**src/rtl/led_breath_pwm.sv**
```systemverilog
// Breathing-LED PWM: a tick-driven PWM frame whose duty ramps up, holds, ramps down, holds.
// Optional hold states are compiled in with `define BREATH_HOLD_EN.
module led_breath_pwm #(
  parameter int unsigned PWM_PERIOD  = 1000,
  parameter int unsigned DUTY_STEP   = 2,
  parameter int unsigned HOLD_FRAMES = 100
) (
  input  logic        clk_int,
  input  logic        rst,
  input  logic        tick_in,
  input  logic        enable,
  output logic        led,
  output logic [15:0] duty,
  output logic [1:0]  state,
  output logic        frame_done
);

  typedef enum logic [1:0] {
    ST_RISE    = 2'd0,
    ST_HOLD_HI = 2'd1,
    ST_FALL    = 2'd2,
    ST_HOLD_LO = 2'd3
  } state_e;

  localparam logic [15:0] PERIOD_M1 = 16'(PWM_PERIOD - 1);
  localparam logic [15:0] PERIOD_16 = 16'(PWM_PERIOD);
  localparam logic [16:0] PERIOD_W  = 17'(PWM_PERIOD);
  localparam logic [15:0] STEP_16   = 16'(DUTY_STEP);
  localparam logic [16:0] STEP_W    = 17'(DUTY_STEP);

`ifdef BREATH_HOLD_EN
  localparam int HW = (HOLD_FRAMES > 1) ? $clog2(HOLD_FRAMES) : 1;
  localparam logic [HW-1:0] HOLD_LAST = HW'(HOLD_FRAMES - 1);
  logic [HW-1:0] hcnt_q;
`endif

  logic        tick_d_q;
  logic [15:0] pcnt_q, pcnt_d;
  logic [15:0] duty_q;
  state_e      state_q;
  logic        led_q;
  logic        frame_done_q;
  logic        tick;
  logic        frame_end;
  logic [16:0] duty_w;
  logic [16:0] duty_up;

  // tick_in is a plain level; only its rising edge while enabled counts as a tick.
  assign tick      = tick_in & ~tick_d_q & enable;
  assign frame_end = tick & (pcnt_q == PERIOD_M1);
  assign duty_w    = {1'b0, duty_q};
  assign duty_up   = duty_w + STEP_W;

  always_comb begin
    pcnt_d = pcnt_q;
    if (tick) begin
      pcnt_d = frame_end ? 16'd0 : pcnt_q + 16'd1;
    end
  end

  always_ff @(posedge clk_int or negedge rst) begin
    if (!rst) begin
      tick_d_q     <= 1'b0;
      pcnt_q       <= '0;
      led_q        <= 1'b0;
      frame_done_q <= 1'b0;
    end else begin
      tick_d_q     <= tick_in;
      pcnt_q       <= pcnt_d;
      led_q        <= (pcnt_q < duty_q) & enable;
      frame_done_q <= frame_end;
    end
  end

  // Duty and state only move at a frame end, so a frame never glitches.
  always_ff @(posedge clk_int or negedge rst) begin
    if (!rst) begin
      duty_q  <= '0;
      state_q <= ST_RISE;
`ifdef BREATH_HOLD_EN
      hcnt_q  <= '0;
`endif
    end else if (frame_end) begin
      case (state_q)
        ST_RISE: begin
          if (duty_up >= PERIOD_W) begin
            duty_q <= PERIOD_16;
`ifdef BREATH_HOLD_EN
            state_q <= ST_HOLD_HI;
`else
            state_q <= ST_FALL;
`endif
          end else begin
            duty_q <= duty_up[15:0];
          end
        end
        ST_FALL: begin
          if (duty_w <= STEP_W) begin
            duty_q <= '0;
`ifdef BREATH_HOLD_EN
            state_q <= ST_HOLD_LO;
`else
            state_q <= ST_RISE;
`endif
          end else begin
            duty_q <= duty_q - STEP_16;
          end
        end
`ifdef BREATH_HOLD_EN
        ST_HOLD_HI: begin
          if (hcnt_q == HOLD_LAST) begin
            hcnt_q  <= '0;
            state_q <= ST_FALL;
          end else begin
            hcnt_q <= hcnt_q + 1'b1;
          end
        end
        ST_HOLD_LO: begin
          if (hcnt_q == HOLD_LAST) begin
            hcnt_q  <= '0;
            state_q <= ST_RISE;
          end else begin
            hcnt_q <= hcnt_q + 1'b1;
          end
        end
`endif
        default: state_q <= ST_RISE;
      endcase
    end
  end

  assign led        = led_q;
  assign duty       = duty_q;
  assign state      = state_q;
  assign frame_done = frame_done_q;

endmodule

```
**config.mk**
```make
export PLATFORM = sky130hd
export DESIGN_NAME = led_breath_pwm
export DESIGN_NICKNAME = d
export VERILOG_FILES = /design/src/rtl/led_breath_pwm.sv
export SDC_FILE = /design/constraint.sdc
export NUM_CORES = 1
export LEC_CHECK = 0
export CAP_MARGIN = 20
export CORE_UTILIZATION = 62
export CTS_BUF_LIST = sky130_fd_sc_hd__clkbuf_8 sky130_fd_sc_hd__clkbuf_16
export DETAILED_ROUTE_END_ITERATION = 8
export PLACE_DENSITY = 0.82
export SLEW_MARGIN = 15
export SYNTH_ARGS = -nofsm -noshare
export SYNTH_HDL_FRONTEND = slang
export SYNTH_SLANG_ARGS = --single-unit
```
**constraint.sdc**
```tcl
create_clock -name clk_int -period 4.6 [get_ports clk_int]
set_clock_uncertainty 0.2 [all_clocks]
set_input_delay 0.92 -clock clk_int [delete_from_list [all_inputs] [get_ports clk_int]]
set_output_delay 0.92 -clock clk_int [all_outputs]
set_load 0.05 [all_outputs]
```
==> results of run 1 <==
## state kept, by name, indices dropped and copies added, names as in the netlist
signal	cells
led	1
state	1
tick_d_q	1
duty	15
frame_done	1
pcnt_q	16
## power groups by stage
stage               Combinational [mW]  Sequential, mW  Clock [mW]
finish                          0.0723           0.350       0.226
global route                    0.0848           0.353       0.240
CTS                             0.0738           0.349       0.228
detailed placement              0.0734           0.355           0
global placement                0.0699           0.353           0
floorplan                       0.0514           0.349           0
## worst reg2reg max path: stages (launching register included)
cell and delay (ns):
dfrtp_1 0.71, nand3_1 0.39, nor4_1 0.42, nand3_1 0.14, a211oi_2 0.40, and2_1 0.44
a21oi_1 0.13
## placed cells by master (no fill, tap or decap), types with 3 or more instances in the layout
master,netlist,layout
xor2_1,4,4
a21oi_1,23,23
nand4_1,8,8
xnor2_1,11,11
nand3_1,14,14
o21ai_1,3,3
or3_1,5,5
nor3_1,13,12
clkdlybuf4s50_1,0,20
a22oi_1,4,4
inv_1,19,20
nor4_1,4,4
nor2_1,15,15
a31oi_1,4,4
clkbuf_8,0,5
o21ai_0,27,27
nand2b_1,3,3
ha_1,19,19
o31ai_1,6,6
dfrtp_1,35,35
nand2_1,27,27
## through the flow
step | std cells | instance area (um2)
floorplan | 308 | 2621
global placement | 362 | 2806
detailed placement | 362 | 2806
CTS | 370 | 2892
global route | 370 | 2892
finish | 370 | 2892
## how the worst max path moves through the flow
stage / startpoint / to / slack (ns) / depth (start not counted)
global route: enable / duty[4] / 1.22 / 7
CTS: enable / duty[4] / 1.40 / 7
floorplan: enable / duty[2] / 2.01 / 7
finish: enable / duty[4] / 1.35 / 7
detailed placement: enable / duty[4] / 1.10 / 7
global placement: enable / duty[9] / 1.20 / 8
## layout make-up
cell class / count / area (um2) / area share [%]
sequential: 35 / 875.8 / 30.29
tap: 50 / 62.56 / 2.164
clock inverter: 3 / 16.27 / 0.5625
timing repair buffer: 22 / 212.7 / 7.356
inverter: 19 / 71.32 / 2.466
clock buffer: 5 / 68.82 / 2.380
multi-input combinational: 236 / 1584 / 54.78
## cell usage after synthesis, types with 2 or more instances
library cell	count	area, um2
a31oi_1	4	25.02
a2bb2oi_1	2	17.52
a21o_1	2	15.01
and3_1	2	12.51
nand2b_1	3	18.77
or2_2	2	12.51
nand2_1	27	101.4
a22oi_1	4	30.03
o22ai_1	2	12.51
o21a_1	2	15.01
ha_1	19	237.7
and3b_1	2	17.52
dfrtp_1	35	875.8
nor2b_1	2	12.51
o31ai_1	6	45.04
nor2_1	15	56.30
buf_4	3	22.52
and2_1	2	12.51
nor3_1	13	65.06
or3_1	5	31.28
o21ai_1	3	15.01
a21oi_1	23	115.1
inv_1	19	71.32
clkbuf_1	6	22.52
buf_2	7	35.03
xor2_1	4	35.03
nand3_1	14	70.07
o21ai_0	27	135.1
a41oi_1	2	17.52
nor4_1	4	25.02
nand4_1	8	50.05
xnor2_1	11	96.34
a31o_2	2	17.52
## metal layers
layer	vias to the layer above	GRT usage (%)
li1	1148	-
met1	1147	42.89
met2	121	47.10
met3	26	5.479
met4	0	16.49
met5	-	0
## cell families after synthesis
| logic type | Yosys count | share of synthesized area [%] |
|---|---|---|
| AO/OA/AOI/OAI | 95 | 24.47 |
| buffers and inverters | 37 | 6.357 |
| XOR/XNOR | 15 | 5.019 |
| AND/OR/NAND/NOR | 105 | 21.46 |
| adder cells (fa/ha/maj) | 19 | 9.082 |
| other | 1 | 0.1433 |
| flip-flops | 35 | 33.46 |
==> impl_metrics.ini, run 1 <==
[run_status]
outcome = finished, final reports clean

[logic_synthesis]
async_reset_ff_share_pct = 100.0
seq_area_frac_synth_pct = 33.46
synth_cell_type_count = 58
syn_area_mm2 = 0.002618
synth_edf_count = 0
ys_warn_count = 0
syn_avg_cell_area_um2 = 8.526
syn_inst = 307
ys_ff_latch = 35
ys.flop_type = dfrtp_1

[global_route]
grt_pass1_wl_um = 10340
antenna_found_initial = 0
grt_max_degree = 36
grt_overflow = 0
track_usage_pct = 31.49
grt_pass1_vias = 2190

[pwr]
peakVddDrop_v = 0.0002000
p_leak_nw = 1.177
p_switching_mw = 0.1877
p_seq_share_pct = 53.9
finalPower_mw = 0.6485
combPwrFrac_pct = 11.2
internal_power_mw = 0.4607
power.density_mw_per_mm2 = 224.3
clkPwrFrac_pct = 34.9
switching_share_pct = 28.95

[critical_path]
r2r_end = duty[3]
regToRegSetupSlack_ns = 1.64
required_ns = 4.61
cp_slowest_stage_delay_ns = 0.85
crit_chain = clkdlybuf4s50_1 > and3b_1 > nand4_1 > nor3_1 > nand2_1 > a2bb2oi_1 > o31ai_1
reg2reg_depth = 6
path_delay_family = simple AND/OR/NAND/NOR gates
crit_path_start_kind = primary input
crit_buf_inv = 1
path_class = primary input to flop
crit_fanout = 8
r2r-start = duty[3]
arrival_ns = 3.26
crit_slowest_cell = nor3_1
end_kind = flop

[routing]
first_iter_violations = 267
wl_per_cell_um = 17.55
first_pass_iters = 6
top_layer_used = met4
num_vias = 2442
drc_errors = 0
dr_wl_met3_um = 481
drt-total-wl_um = 6494
drtAntennaViolNets = 0
met2WireLength_um = 2862
viasPerCell = 6.600
m1WireLength_um = 2936

[min_path]
hp-start = pcnt_q[15]
min_path_type = flop to flop
whs_path_depth = 1
holdPathEnd = pcnt_q[15]

[timing]
timing.final.crit_share_pct = 70.71
setup_viol = 0
finalHoldViolCount = 0
slew_violations = 0
layout_setup_ws_ns = 1.347
worst_pin_slew_ns = 1.003
tns_ns = 0
slew_headroom_pct = 32.59
max_freq_ghz = 0.3074
fin_crit_ns = 3.253
rsz0062_at_grt = no
fin_hold_ws_ns = 0.3369

[floorplan]
dieArea_mm2 = 0.004486
die_h_um = 66.98
die_x_um = 66.98
core_mm2 = 0.004029
rows = 23
initial_core_util_pct = 64.97
ios = 24

[final_layout]
areaGrowthSynthToFinish_pct = 10.47
nNetsFinal = 342
postLayoutCoreUtil_pct = 71.77
antenna_cells = 0
fillers = 336
drive_above_1_share_pct = 7.187

[clocking]
clkSinkCount = 35
clockRootBuffer = clkbuf_8
cts_tree = done
cts_hold_buf = 0
h-tree-depth = 2
numCtsBuffers = 5
clk_pin_slew_ns = 0.08
clockBufferDepth = 2
insertion_delay_ns = 0.30
cts_setup_buffers = 0
cts_resized = 0

[place]
place_congestion = 0.9234
port_buffers = 21
hpwlAfterDp_um = 4609
pre_cts_ws_ns = 1.102

[run]
cap_violations = 0
Note: power is estimated with default switching activity, not from simulation.
==> run 2: changes to the inputs <==
Settings changed: CORE_UTILIZATION 62 to 52, PLACE_DENSITY 0.82 to 0.73.
Clock period 4.6 ns to 2.8 ns, I/O delays scaled along.
==> run 2 against run 1 <==
  * First-iteration DRC count decreased by 31%
  * Sequential power increased by 64%
  * Power increased by 65%
  * Sequential share of layout area decreased by 1.9 points
  * Wire length increased by 4.6%
==> impl_metrics.ini, run 2 (synthesis results as in run 1) <==
[run_status]
outcome = finished, final reports clean

[place]
hpwlAfterDp_um = 4989
dpl.cell_count = 401
pre_cts_ws_ns = 0.02078
place_congestion = 0.9598
port_buffers = 21
place_area_mm2 = 0.003005

[final_layout]
final_common_cell = dfrtp_1
mostFrequentLayoutCells = dfrtp_1, nand2_1, o21ai_0
antenna_cells = 0
drive_above_1_share_pct = 13.16
areaGrowthSynthToFinish_pct = 18.07
final_cell_area_mm2 = 0.003090
nNetsFinal = 364
fin_cells = 409
largest_register = pcnt_q
largest_reg_flops = 16

[global_route]
grt_pass1_vias = 2359
grt_overflow = 0
grt_pass1_wl_um = 11340
track_usage_pct = 28.19
grt_max_degree = 36
antenna_found_initial = 0

[critical_path]
r2r_end = state[1]
required_ns = 2.04
crit_slowest_cell = clkdlybuf4s50_1
crit_buf_inv = 2
crit_chain = buf_4 > clkdlybuf4s50_1
reg2reg_depth = 8
end_kind = primary output
crit_path_end = duty[4]
r2r-start = duty[2]
arrival_ns = 1.88
path_delay_family = buffers and inverters
crit_cells = 2
cp_slowest_stage_delay_ns = 0.81
startpoint = duty[4]
path_class = flop to primary output
regToRegSetupSlack_ns = 0.24
crit_path_start_kind = flop
crit_fanout = 9

[clocking]
clockBufferDepth = 2
cts_resized = 0
clk_pin_slew_ns = 0.08
insertion_delay_ns = 0.30
clockRootBuffer = clkbuf_8
cts_tree = done
h-tree-depth = 2
numCtsBuffers = 5
cts_setup_buffers = 0
clkSinkCount = 35
cts_hold_buf = 0

[pwr]
power.density_mw_per_mm2 = 346.1
finalPower_mw = 1.070
p_leak_nw = 1.291
peakVddDrop_v = 0.0002876

[routing]
first_iter_violations = 183
first_pass_iters = 4
viasPerCell = 6.034
drt-total-wl_um = 6792
drtAntennaViolNets = 0
drc_errors = 0
wl_per_cell_um = 16.61
num_vias = 2468

[timing]
fin_crit_ns = 2.642
timing.final.crit_share_pct = 94.37
max_freq_ghz = 0.3785
slew_headroom_pct = 43.61
slew_violations = 0
layout_setup_ws_ns = 0.1578
finalHoldViolCount = 0
tns_ns = 0
worst_pin_slew_ns = 0.8459
rsz0062_at_grt = no
setup_viol = 0

[floorplan]
initial_core_util_pct = 54.69
die_x_um = 72.95
die_h_um = 72.95
ios = 24
rows = 25
core_mm2 = 0.004786
dieArea_mm2 = 0.005322

[run]
cap_violations = 0

[min_path]
min_path_type = primary input to async pin
-- run 2: area by class of cell --
cell class | instances | area, um2
clock inverter | 3 | 16.27
timing repair buffer | 44 | 390.4
tap | 67 | 83.83
clock buffer | 5 | 68.82
inverter | 19 | 71.32
sequential | 35 | 875.8
fill | 411 | 1695
multi-input combinational | 236 | 1584
-- run 2: where the power goes --
part	internal [mW]	total, mW	switching [mW]
Sequential	0.534	0.574	0.0403
Clock	0.170	0.374	0.204
Combinational	0.0548	0.121	0.0665
Total	0.759	1.07	0.311
-- run 2: stage by stage --
| step | util (%) | hold slack, ns |
|---|---|---|
| after CTS | 64.58 | 0.1883 |
| after floorplan | - | 0.06441 |
| final | 64.58 | 0.1495 |
| after global placement | 62.80 | 0.3064 |
| after detailed placement | 62.80 | 0.3286 |
| after global routing | 64.58 | 0.2219 |
-- run 2: worst min-delay path by stage --
stage          startpoint          to  cells past startpoint  slack, ns
4_1_cts               rst     duty[9]                      1       0.19
6_report              rst    state[1]                      1       0.15
3_5_place_dp    pcnt_q[0]   pcnt_q[0]                      1       0.33
5_1_grt               rst     duty[7]                      1       0.22
3_3_place_gp   pcnt_q[11]  pcnt_q[11]                      1       0.31
2_1_floorplan         rst    duty[10]                      0       0.06
-- run 2: worst register-to-register path, stage by stage, from the launching register on --
cell and delay [ns]:
dfrtp_1 0.50, ha_1 0.35, nand2_1 0.18, or3_4 0.38, o211ai_2 0.15, a32oi_1 0.14
and2_1 0.21, buf_4 0.16, o31ai_2 0.20
-- run 2: routing by layer --
metal | vias up | wire [um] | GRT usage, %
li1 | 1194 | - | -
met1 | 1144 | 3039 | 38.15
met2 | 116 | 3107 | 43.61
met3 | 14 | 531 | 6.630
met4 | 0 | 114 | 11.11
met5 | - | 0 | 0
==> run 3: changes to the inputs <==
Settings changed: CAP_MARGIN 20 to 40.
==> run 3 against run 2 <==
  * Wire length decreased by 0.35%
  * Fmax about the same
  * Power grew 0.38%
  * Global-route usage stayed put
  * Worst hold slack got worse by 0.13 ns
  * Register-to-register slack hardly changed
  * Critical path depth stayed put
  * Cell count increased by 0.24%
  * Critical path type unchanged
  * Flip-flop and latch count unchanged
  * Via count fell by 0.53%
==> impl_metrics.ini, run 3 (synthesis results as in run 1) <==
[final_layout]
drive_above_1_share_pct = 13.41
final_common_cell = dfrtp_1
final_cell_area_mm2 = 0.003118
areaGrowthSynthToFinish_pct = 19.12
nNetsFinal = 365
largest_register = pcnt_q
mostFrequentLayoutCells = dfrtp_1, nand2_1, o21ai_0
fillers = 407
antenna_cells = 0
largest_reg_flops = 16

[clocking]
clkSinkCount = 35
insertion_delay_ns = 0.30
h-tree-depth = 2
cts_hold_buf = 0
numCtsBuffers = 5
clockBufferDepth = 2
cts_resized = 0
cts_setup_buffers = 0
clk_pin_slew_ns = 0.08
clockRootBuffer = clkbuf_8
cts_tree = done

[timing]
max_freq_ghz = 0.3783
fin_hold_ws_ns = 0.01547
slew_violations = 0
worst_pin_slew_ns = 0.5361
rsz0062_at_grt = no
finalHoldViolCount = 0
tns_ns = 0
fin_crit_ns = 2.643
slew_headroom_pct = 63.99
setup_viol = 0
timing.final.crit_share_pct = 94.41

[critical_path]
arrival_ns = 1.88
cp_slowest_stage_delay_ns = 0.81
required_ns = 2.04
r2r-start = duty[2]
regToRegSetupSlack_ns = 0.24
reg2reg_depth = 8
end_kind = primary output
crit_path_start_kind = flop
crit_chain = buf_4 > clkdlybuf4s50_1
path_class = flop to primary output
crit_slowest_cell = clkdlybuf4s50_1
r2r_end = state[1]
crit_fanout = 9

[floorplan]
die_h_um = 72.95
ios = 24
initial_core_util_pct = 54.69
rows = 25
core_mm2 = 0.004786
dieArea_mm2 = 0.005322
die_x_um = 72.95

[routing]
wl_per_cell_um = 16.51
num_vias = 2455
first_pass_iters = 4
drc_errors = 0
drt-total-wl_um = 6768
viasPerCell = 5.988
drtAntennaViolNets = 0
first_iter_violations = 158

[place]
place_congestion = 0.9598
hpwlAfterDp_um = 4989
place_area_mm2 = 0.003005
port_buffers = 21

[global_route]
grt_max_degree = 36
grt_pass1_wl_um = 11340
grt_pass1_vias = 2359
antenna_found_initial = 0
grt_overflow = 0
track_usage_pct = 28.19

[pwr]
power.density_mw_per_mm2 = 344.4
peakVddDrop_v = 0.0002873
p_leak_nw = 1.304

[min_path]
min_path_type = primary input to async pin

[run_status]
outcome = finished, final reports clean

[run]
cap_violations = 0
## run 3: worst max-delay path by stage
stage	from	endpoint	slack [ns]
finish	duty[4]	duty[4]	0.16
global route	duty[2]	state[1]	0.08
CTS	duty[4]	duty[4]	0.15
detailed placement	enable	duty[4]	0.02
global placement	enable	duty[4]	0.07
floorplan	duty[1]	duty[6]	0.21
## run 3: worst max-delay path, delay by kind of cell (launching register included)
family / cells / cell delay, ns
buffers and inverters: 2 / 1.03
DFF: 1 / 0.55
## run 3: cell type report
type	count	area [um2]	area share, %
flip-flops and latches	35	875.8	28.09
repair buffers	45	417.9	13.40
clock inverters	3	16.27	0.5217
well taps	67	83.83	2.689
multi-input cells	236	1584	50.80
clock buffers	5	68.82	2.207
inverters	19	71.32	2.287
## run 3: power by group
group | internal [mW] | switching, mW | total (mW) | leakage, nW
registers | 0.534 | 0.0399 | 0.574 | 0.456
logic | 0.0586 | 0.0667 | 0.125 | 0.802
clock network | 0.170 | 0.204 | 0.375 | 0.0453
## run 3: metrics by stage
step / setup slack, ns / utilization [%] / power (mW) / std cells
2_1_floorplan: 0.2088 / - / 0.6584 / 308
3_3_place_gp: 0.07180 / 62.80 / 0.6982 / 401
3_5_place_dp: 0.02078 / 62.80 / 0.7037 / 401
4_1_cts: 0.1538 / 64.58 / 1.075 / 409
5_1_grt: 0.07666 / 65.15 / 1.121 / 410
6_report: 0.1567 / 65.15 / 1.074 / 410
## run 3: layer usage
layer	vias up	share of wire (%)	GRT usage [%]
met5	-	0	0
met4	0	2.1	11.11
met3	16	6.7	6.630
met2	90	46	43.61
met1	1155	45	38.15
li1	1194	-	-
